[config.mk]
export PLATFORM = sky130hd
export DESIGN_NAME = efuse_macro_emu
export DESIGN_NICKNAME = d
export VERILOG_FILES = /design/src/rtl/efuse_macro_emu.sv
export SDC_FILE = /design/constraint.sdc
export NUM_CORES = 1
export LEC_CHECK = 0
export CORE_MARGIN = 4
export CORE_UTILIZATION = 34
export DETAILED_ROUTE_END_ITERATION = 12
export PLACE_DENSITY = 0.48
export SETUP_SLACK_MARGIN = 0.05
export SLEW_MARGIN = 15
export SYNTH_ARGS = -nofsm -noshare
export SYNTH_HDL_FRONTEND = slang
export SYNTH_SLANG_ARGS = --single-unit
export TNS_END_PERCENT = 30
[constraint.sdc]
create_clock -name clk -period 4.5 [get_ports clk]
set_input_delay 0.45 -clock clk [delete_from_list [all_inputs] [get_ports clk]]
set_output_delay 0.45 -clock clk [all_outputs]
set_load 0.1 [all_outputs]
[src/rtl/efuse_macro_emu.sv]
// Emulator of the 256-bit eFuse hard macro: stores fuse state, blows bits on
// valid program strobes, returns bytes on valid read strobes, and flags the
// first strobe protocol or timing violation.
//
// state       | meaning
// ------------+-----------------------------------------------------------
// IDLE        | no mode selected, waiting for pgmen or rden
// PGM_SETUP   | pgmen held, waiting for aen
// PGM_STROBE  | program strobe active, counting its width
// RD_SETUP    | rden held, waiting for aen
// RD_STROBE   | read strobe active, counting its width
// ABORT       | after an error, waiting for pgmen, rden and aen all low
//
// Error codes: 1 both modes, 2 strobe too short, 3 overburn, 4 addr change,
// 5 mode dropped mid-strobe, 6 stray strobe, 7 strobe with mode rising.
module efuse_macro_emu #(
    parameter int TPGM_MIN = 4,
    parameter int TPGM_MAX = 16,
    parameter int TRD_MIN  = 2
) (
    input  logic       clk,
    input  logic       rst_n,
    input  logic       efuse_pgmen_i,
    input  logic       efuse_rden_i,
    input  logic       efuse_aen_i,
    input  logic [7:0] efuse_addr_i,
    output logic [7:0] efuse_rdata_o,
    output logic       pgm_done_o,
    output logic       rd_done_o,
    output logic       prot_err_o,
    output logic [2:0] err_code_o,
    input  logic       err_clr_i
);

    typedef enum logic [2:0] {
        S_IDLE,
        S_PGM_SETUP,
        S_PGM_STROBE,
        S_RD_SETUP,
        S_RD_STROBE,
        S_ABORT
    } state_t;

    localparam logic [7:0] PGM_MIN_W = 8'(TPGM_MIN);
    localparam logic [7:0] PGM_MAX_W = 8'(TPGM_MAX);
    localparam logic [7:0] RD_MIN_W  = 8'(TRD_MIN);

    state_t           state_q, state_d;
    logic [7:0]       wcnt_q, wcnt_d;
    logic [7:0]       addr_q, addr_d;
    logic [31:0][7:0] fuse_q, fuse_d;
    logic [7:0]       rdata_q, rdata_d;
    logic             pgm_done_q, pgm_done_d;
    logic             rd_done_q, rd_done_d;
    logic             prot_err_q, prot_err_d;
    logic [2:0]       err_code_q, err_code_d;
    logic [2:0]       err_new;
    logic [7:0]       wcnt_inc;

    assign wcnt_inc = (wcnt_q == 8'hFF) ? wcnt_q : wcnt_q + 8'd1;

    // Next-state, width counting, array/rdata updates and error detection.
    always_comb begin
        state_d    = state_q;
        wcnt_d     = wcnt_q;
        addr_d     = addr_q;
        fuse_d     = fuse_q;
        rdata_d    = rdata_q;
        pgm_done_d = 1'b0;
        rd_done_d  = 1'b0;
        err_new    = 3'd0;

        if (efuse_pgmen_i && efuse_rden_i) begin
            err_new = 3'd1;
            state_d = S_ABORT;
        end else begin
            case (state_q)
                S_IDLE: begin
                    if (efuse_aen_i) begin
                        err_new = (efuse_pgmen_i || efuse_rden_i) ? 3'd7 : 3'd6;
                        state_d = S_ABORT;
                    end else if (efuse_pgmen_i) begin
                        state_d = S_PGM_SETUP;
                    end else if (efuse_rden_i) begin
                        state_d = S_RD_SETUP;
                    end
                end
                S_PGM_SETUP: begin
                    if (!efuse_pgmen_i) begin
                        // Own mode gone: a strobe now is a setup/stray error.
                        if (efuse_aen_i) begin
                            err_new = efuse_rden_i ? 3'd7 : 3'd6;
                            state_d = S_ABORT;
                        end else begin
                            state_d = S_IDLE;
                        end
                    end else if (efuse_aen_i) begin
                        wcnt_d  = 8'd1;
                        addr_d  = efuse_addr_i;
                        state_d = S_PGM_STROBE;
                    end
                end
                S_RD_SETUP: begin
                    if (!efuse_rden_i) begin
                        if (efuse_aen_i) begin
                            err_new = efuse_pgmen_i ? 3'd7 : 3'd6;
                            state_d = S_ABORT;
                        end else begin
                            state_d = S_IDLE;
                        end
                    end else if (efuse_aen_i) begin
                        wcnt_d  = 8'd1;
                        addr_d  = efuse_addr_i;
                        state_d = S_RD_STROBE;
                    end
                end
                S_PGM_STROBE: begin
                    if (efuse_aen_i) begin
                        if (!efuse_pgmen_i) begin
                            err_new = 3'd5;
                            state_d = S_ABORT;
                        end else if (efuse_addr_i != addr_q) begin
                            err_new = 3'd4;
                            state_d = S_ABORT;
                        end else begin
                            wcnt_d = wcnt_inc;
                        end
                    end else begin
                        if (wcnt_q < PGM_MIN_W) begin
                            err_new = 3'd2;
                        end else if (wcnt_q > PGM_MAX_W) begin
                            err_new = 3'd3;
                        end else begin
                            fuse_d[addr_q[7:3]][addr_q[2:0]] = 1'b1;
                            pgm_done_d = 1'b1;
                        end
                        state_d = S_PGM_SETUP;
                    end
                end
                S_RD_STROBE: begin
                    if (efuse_aen_i) begin
                        if (!efuse_rden_i) begin
                            err_new = 3'd5;
                            state_d = S_ABORT;
                        end else if (efuse_addr_i != addr_q) begin
                            err_new = 3'd4;
                            state_d = S_ABORT;
                        end else begin
                            wcnt_d = wcnt_inc;
                        end
                    end else begin
                        if (wcnt_q < RD_MIN_W) begin
                            err_new = 3'd2;
                        end else begin
                            rdata_d   = fuse_q[addr_q[7:3]];
                            rd_done_d = 1'b1;
                        end
                        state_d = S_RD_SETUP;
                    end
                end
                S_ABORT: begin
                    if (!efuse_pgmen_i && !efuse_rden_i && !efuse_aen_i) begin
                        state_d = S_IDLE;
                    end
                end
                default: state_d = S_IDLE;
            endcase
        end
    end

    // Sticky error flag and first-error code; a new error beats a clear.
    always_comb begin
        prot_err_d = err_clr_i ? 1'b0 : prot_err_q;
        if (err_new != 3'd0) begin
            prot_err_d = 1'b1;
        end
        err_code_d = err_code_q;
        if (err_clr_i || (err_code_q == 3'd0)) begin
            err_code_d = err_new;
        end
    end

    // State, array and output registers; reset emulates a fresh part.
    always_ff @(posedge clk or negedge rst_n) begin
        if (!rst_n) begin
            state_q    <= S_IDLE;
            wcnt_q     <= 8'd0;
            addr_q     <= 8'd0;
            fuse_q     <= '0;
            rdata_q    <= 8'd0;
            pgm_done_q <= 1'b0;
            rd_done_q  <= 1'b0;
            prot_err_q <= 1'b0;
            err_code_q <= 3'd0;
        end else begin
            state_q    <= state_d;
            wcnt_q     <= wcnt_d;
            addr_q     <= addr_d;
            fuse_q     <= fuse_d;
            rdata_q    <= rdata_d;
            pgm_done_q <= pgm_done_d;
            rd_done_q  <= rd_done_d;
            prot_err_q <= prot_err_d;
            err_code_q <= err_code_d;
        end
    end

    assign efuse_rdata_o = rdata_q;
    assign pgm_done_o    = pgm_done_q;
    assign rd_done_o     = rd_done_q;
    assign prot_err_o    = prot_err_q;
    assign err_code_o    = err_code_q;

endmodule

# After elaboration in Yosys (flattened, before gate mapping)
# Cells that the tools add are included.
totals:
  ff_bits: 289
  inputBits: 14
  output_inout_bits: 14
  wordCells: 157
classes:
  eq_ne: 17
  bitwise: 6
  magnitude_cmp: 7
  addsub: 1
  reduce_logical: 21
  n_mux: 65
ops:
  columns: ["operator", "n"]
  rows:
  - ["$or A256 B256 Y256", 1]
  - ["$mux W8", 14]
  - ["$mux W3", 26]
  - ["$bmux W8 S5", 1]
  - ["$demux W8 S5", 1]
  - ["$pmux W8 S4", 1]
  - ["$pmux W3 S6", 1]
  - ["$pmux W8 S2", 1]
  - ["$mux W1", 15]
  - ["$pmux W3 S5", 1]
  - ["$ne A2 B2 Y1 const B", 6]
  - ["$reduce_and A4 Y1", 3]
  - ["$add A8 B1 Y8 const B", 1]
  - ["$eq A8 B8 Y1 const B", 1]
  - ["$gt A8 B5 Y1 const B", 1]
  - ["$lt A8 B2 Y1 const B", 1]
  - ["$lt A8 B3 Y1 const B", 1]
  - ["$ne A4 B4 Y1 const B", 2]
  - ["$ne A8 B8 Y1", 1]
  - ["$reduce_and A8 Y1", 1]
  - ["$eq A3 B2 Y1 const B", 2]
  - ["$eq A3 B3 Y1 const B", 2]
  - ["$logic_not A3 Y1", 2]
  - ["$lt A5 B6 Y1 const B", 1]
  - ["other kinds (16)", 30]

# Logic depth before layout (Yosys ltp)
logic_depth:
  depth_word: 8
  mapped_depth: 8
  depth_no_buf: 7

# Worst setup path before layout
# No wires, ideal clock.
synth_path:
  kind: "reg-to-reg"
  start: "register wcnt_q[1]"
  end: "register fuse_q[39] (netlist bit)"
  period_less_slack_ns: 2.251
  setup_slack_ns: 2.249
  stages_incl_launch_ff: 9
  t_arrival_ns: 2.169
  required_ns: 4.418
  cell_sequence: "dfrtp_1 > inv_1 > ha_1 > or3b_1 > a211oi_2 > and4bb_2 > buf_4 > nand3_2 > o21bai_1"
synth_via:
  elab_chain_len: 3
  word_cells_on_any_way: 5
synth_lines:
  columns: ["element", "line_no", "rtl"]
  rows:
  - ["start: declaration", "49", "logic [7:0] wcnt_q, wcnt_d;"]
  - ["start signal: assignment", "197", "wcnt_q <= wcnt_d;"]
  - ["$gt A8 B5 Y1 / $lt A8 B3 Y1 (equally long branches)", "131, 129", null]
  - ["$not A1 Y1 (no source line)", null, null]
  - ["$reduce_and A5 Y1 (no source line) (*)", null, null]
  - ["end signal: assignment", "199", "fuse_q <= fuse_d;"]
  - ["end: declaration", "51", "logic [31:0][7:0] fuse_q, fuse_d;"]
# Mark *: on every way between the ends. The rest lies on a longest branch, timed or not.
# A chain may end at the register's enable or synchronous reset.

# Final worst setup path
layout_path:
  start: "register state_q[1]"
  end: "register fuse_q[19] (netlist bit)"
layout_via:
  elab_chain_len: 2
layout_lines:
  columns: ["element", "line_no", "rtl"]
  rows:
  - ["start: declaration", "48", "state_t state_q, state_d;"]
  - ["start signal: assignment", "196", "state_q <= state_d;"]
  - ["$eq A3 B2 Y1", "77", "case (state_q)"]
  - ["$reduce_and A5 Y1 (no source line)", null, null]
# No other way between the ends.

==> impl_results.md <==
- Async S/R FF share, synth: 100%
- Relative slew slack: 25.0%
- Vias: 8826
- Post-synth EDFFs: 0
- Worst setup EP type: register
- RSZ-0062 raised after global routing: false
- First-pass GRT wire length: 59000 um
- Worst Setup Start Kind: register
- Proportion of layout cells with a drive suffix above 1: 10.4%
- Register area share after synthesis: 56.2%
- Initial antenna violation count: 0
- Initial core utilization: 34.4%
- Die Y: 203 um
- Synthesis Warnings: 0
- CTS max path bufs: 3
- Max Slew Vio Count: 0
- CP bufs+invs: 0
- 1st-iter DRT viols: 558
- Period utilization: 68.7%
- H-tree depth: 2
- Tightest Hold Check Type: reg -> reg
- Critical path type: reg -> reg
- Fin nets: 1101
- Hpwl dp: 24500 um
- Grt total ovfl: 0
- CTS resizes: 0
- P per Cell Area: 554 nW/um^2
- Max cap viols: 0
- Setup WS post-layout: 1.41 ns
- I/O pin total: 28
- Synth Register Bits: 289
- Cell family with most CP delay: simple AND/OR/NAND/NOR gates
- Clock Sinks: 289
- Critical Path RT: 4.96 ns
- Remaining DRCs: 0
- CP Data Arrival Time: 3.55 ns
- PortBufs: 27
- Reg clk slew, reported paths: 0.06 ns
- Post-Synthesis Cells: 1071
- Gr usage total: 18.6%
- Number of diodes: 0
- Status: finished, final reports clean
- Worst-path cell chain: or3b_2 > nor3b_4 > nand4b_2 > nor2_1 > a21o_1
- Drt first pass iters: 5
- Gpl congestion: 0.772
- Final setup fails: 0
- Post-Syn Area: 12900 sq um
- Core Area: 37500 sq um
- Commonest non-fill, non-tap cell in the layout: dfrtp_1
- Routed wire length: 38100 um
- Vias in the first global route: 9006
- Upper clock frequency limit: 324 MHz
- Critical path fanouts, max: 21
- Root buffer cell: clkbuf_16
- Slew @ Worst Pin: 1.12 ns
- CP max-delay cell: nor2_1
- Synth unique cells: 59
- Critical Path Max Stage Delay: 0.78 ns
- Pin count of the biggest net entering global routing: 88
- Leading cell types in the layout, fill and taps excluded: dfrtp_1 (288), a21o_1 (185), mux2i_1 (130), o21bai_1 (73), o22ai_1 (68)
- Place WS: 1.40 ns
- Final hold viol count: 0
- Routed WL per cell: 23.5 um
- CTS Buf Count: 35
- Leakage: 8.04 nW
- Placement Cell Area: 13700 sq um
- Sequential cell area: 7240 sq um
- Die Footprint: 41100 sq um
- Synthesized Nets: 1087
- Post-DRT Antenna Nets: 0
- Total Neg Setup Slack: 0 ns
- Final Critical Period: 3.09 ns
- Post-CTS Setup Repair Bufs: 0
- Post-Syn Area per Cell: 12.0 sq um
- DR vias/cell: 5.44
- Synthesis-to-finish area growth: 15.8%
- # fillers: 3681
- # rows: 71
- Skew final: 0.0163 ns
- Multi-input gate area: 5360 sq um
- Skew-Pair Late Insertion Delay: 0.52 ns
- Chip Width: 203 um
- Ys flop type: dfrtp_1
- Post-layout instance area: 14900 sq um
- CTS tree: yes
- VDD IR max: 574 uV
==> cell type report <==
type	instances	area share, %
sequential	289	48.5
multi-input combinational	703	35.9
clock buffer	53	6.79
tap	511	4.29
timing repair buffer	46	3.07
clock inverter	9	1.15
inverter	10	0.252
==> state kept, by name (all words and copies together) (netlist names) <==
name,count
addr_q,8
efuse_rdata_o,8
err_code_o,3
fuse_q,256
pgm_done_o,1
prot_err_o,1
rd_done_o,1
state_q,3
wcnt_q,8
==> metal layers <==
metal / track usage, % / share of wire (%) / up-vias
li1: - / - / 4005
met1: 28.1 / 49 / 4615
met2: 28.7 / 45 / 157
met3: 2.30 / 3.2 / 49
met4: 4.17 / 2.0 / 0
met5: 0 / 0 / -
==> per-stage QoR <==
stage          instances  utilization, %  hold slack (ns)  total power, W
3_5_place_dp        1558            36.6            0.443         0.00540
5_1_grt             1621            39.8            0.460         0.00859
2_1_floorplan       1071               -            0.154         0.00459
6_report            1621            39.8            0.451         0.00826
4_1_cts             1621            39.8            0.456         0.00833
3_3_place_gp        1558            36.6            0.437         0.00540
==> final timing paths <==
path	depth (start not counted)	end	startpoint	slack, ns
max	5	fuse_q[19]	state_q[1]	1.41
min	1	fuse_q[254]	fuse_q[254]	0.45
max reg2reg	5	fuse_q[19]	state_q[1]	1.41
min reg2reg	1	fuse_q[254]	fuse_q[254]	0.45
max in group asynchronous	3	wcnt_q[1]	rst_n	2.93
min in group asynchronous	2	fuse_q[25]	rst_n	0.53
==> cells in the mapped netlist (4+ instances only) <==
cell | n | share of area (%)
dfrtp_1 | 289 | 56
a21o_1 | 185 | 11
mux2i_1 | 130 | 10
o21bai_1 | 73 | 4.3
o22ai_1 | 68 | 3.3
clkbuf_1 | 48 | 1.4
nor2_1 | 35 | 1.0
nand2_1 | 25 | 0.73
buf_1 | 18 | 0.52
nor4_1 | 17 | 0.83
a21oi_1 | 15 | 0.58
nand3_1 | 12 | 0.47
xnor2_1 | 12 | 0.82
inv_1 | 10 | 0.29
mux2_2 | 9 | 0.79
o21ai_0 | 9 | 0.35
a31oi_1 | 8 | 0.39
nand3b_1 | 8 | 0.47
nor2_4 | 8 | 0.70
nand4_1 | 7 | 0.34
nor2b_1 | 6 | 0.29
or3_1 | 5 | 0.24
and2_1 | 4 | 0.19
and3_1 | 4 | 0.19
nand2b_1 | 4 | 0.19
nand4b_1 | 4 | 0.27
nor3_1 | 4 | 0.16
o211ai_1 | 4 | 0.23
==> logic make-up after synthesis <==
logic type	Yosys count	synth area share, %
buffers and inverters	79	2.37
XOR/XNOR	12	0.816
AND/OR/NAND/NOR	173	8.64
adder cells (fa/ha/maj)	3	0.272
multiplexers	139	10.9
flip-flops	289	56.2
AO/OA/AOI/OAI	376	20.9
==> power by group <==
part           leakage, nW  total (W)  switching, W  internal (W)
Combinational         3.47    0.00237       0.00169      0.000681
Sequential            3.99    0.00298      0.000271       0.00271
Clock                0.577    0.00291       0.00112       0.00179
Total                 8.04    0.00826       0.00308       0.00518
==> worst register-to-register path, cell delays in order (launching register included) <==
cell,delay (ns)
dfrtp_1,0.74
or3b_2,0.57
nor3b_4,0.35
nand4b_2,0.36
nor2_1,0.79
a21o_1,0.23
==> repair_timing <==
item                                   in CTS  in global routing
endpoints found under the hold margin      20                  0
hold buffers                                1                  0
setup endpoints to repair                   0                  0
No activity file was read; power rests on OpenSTA's default activity.
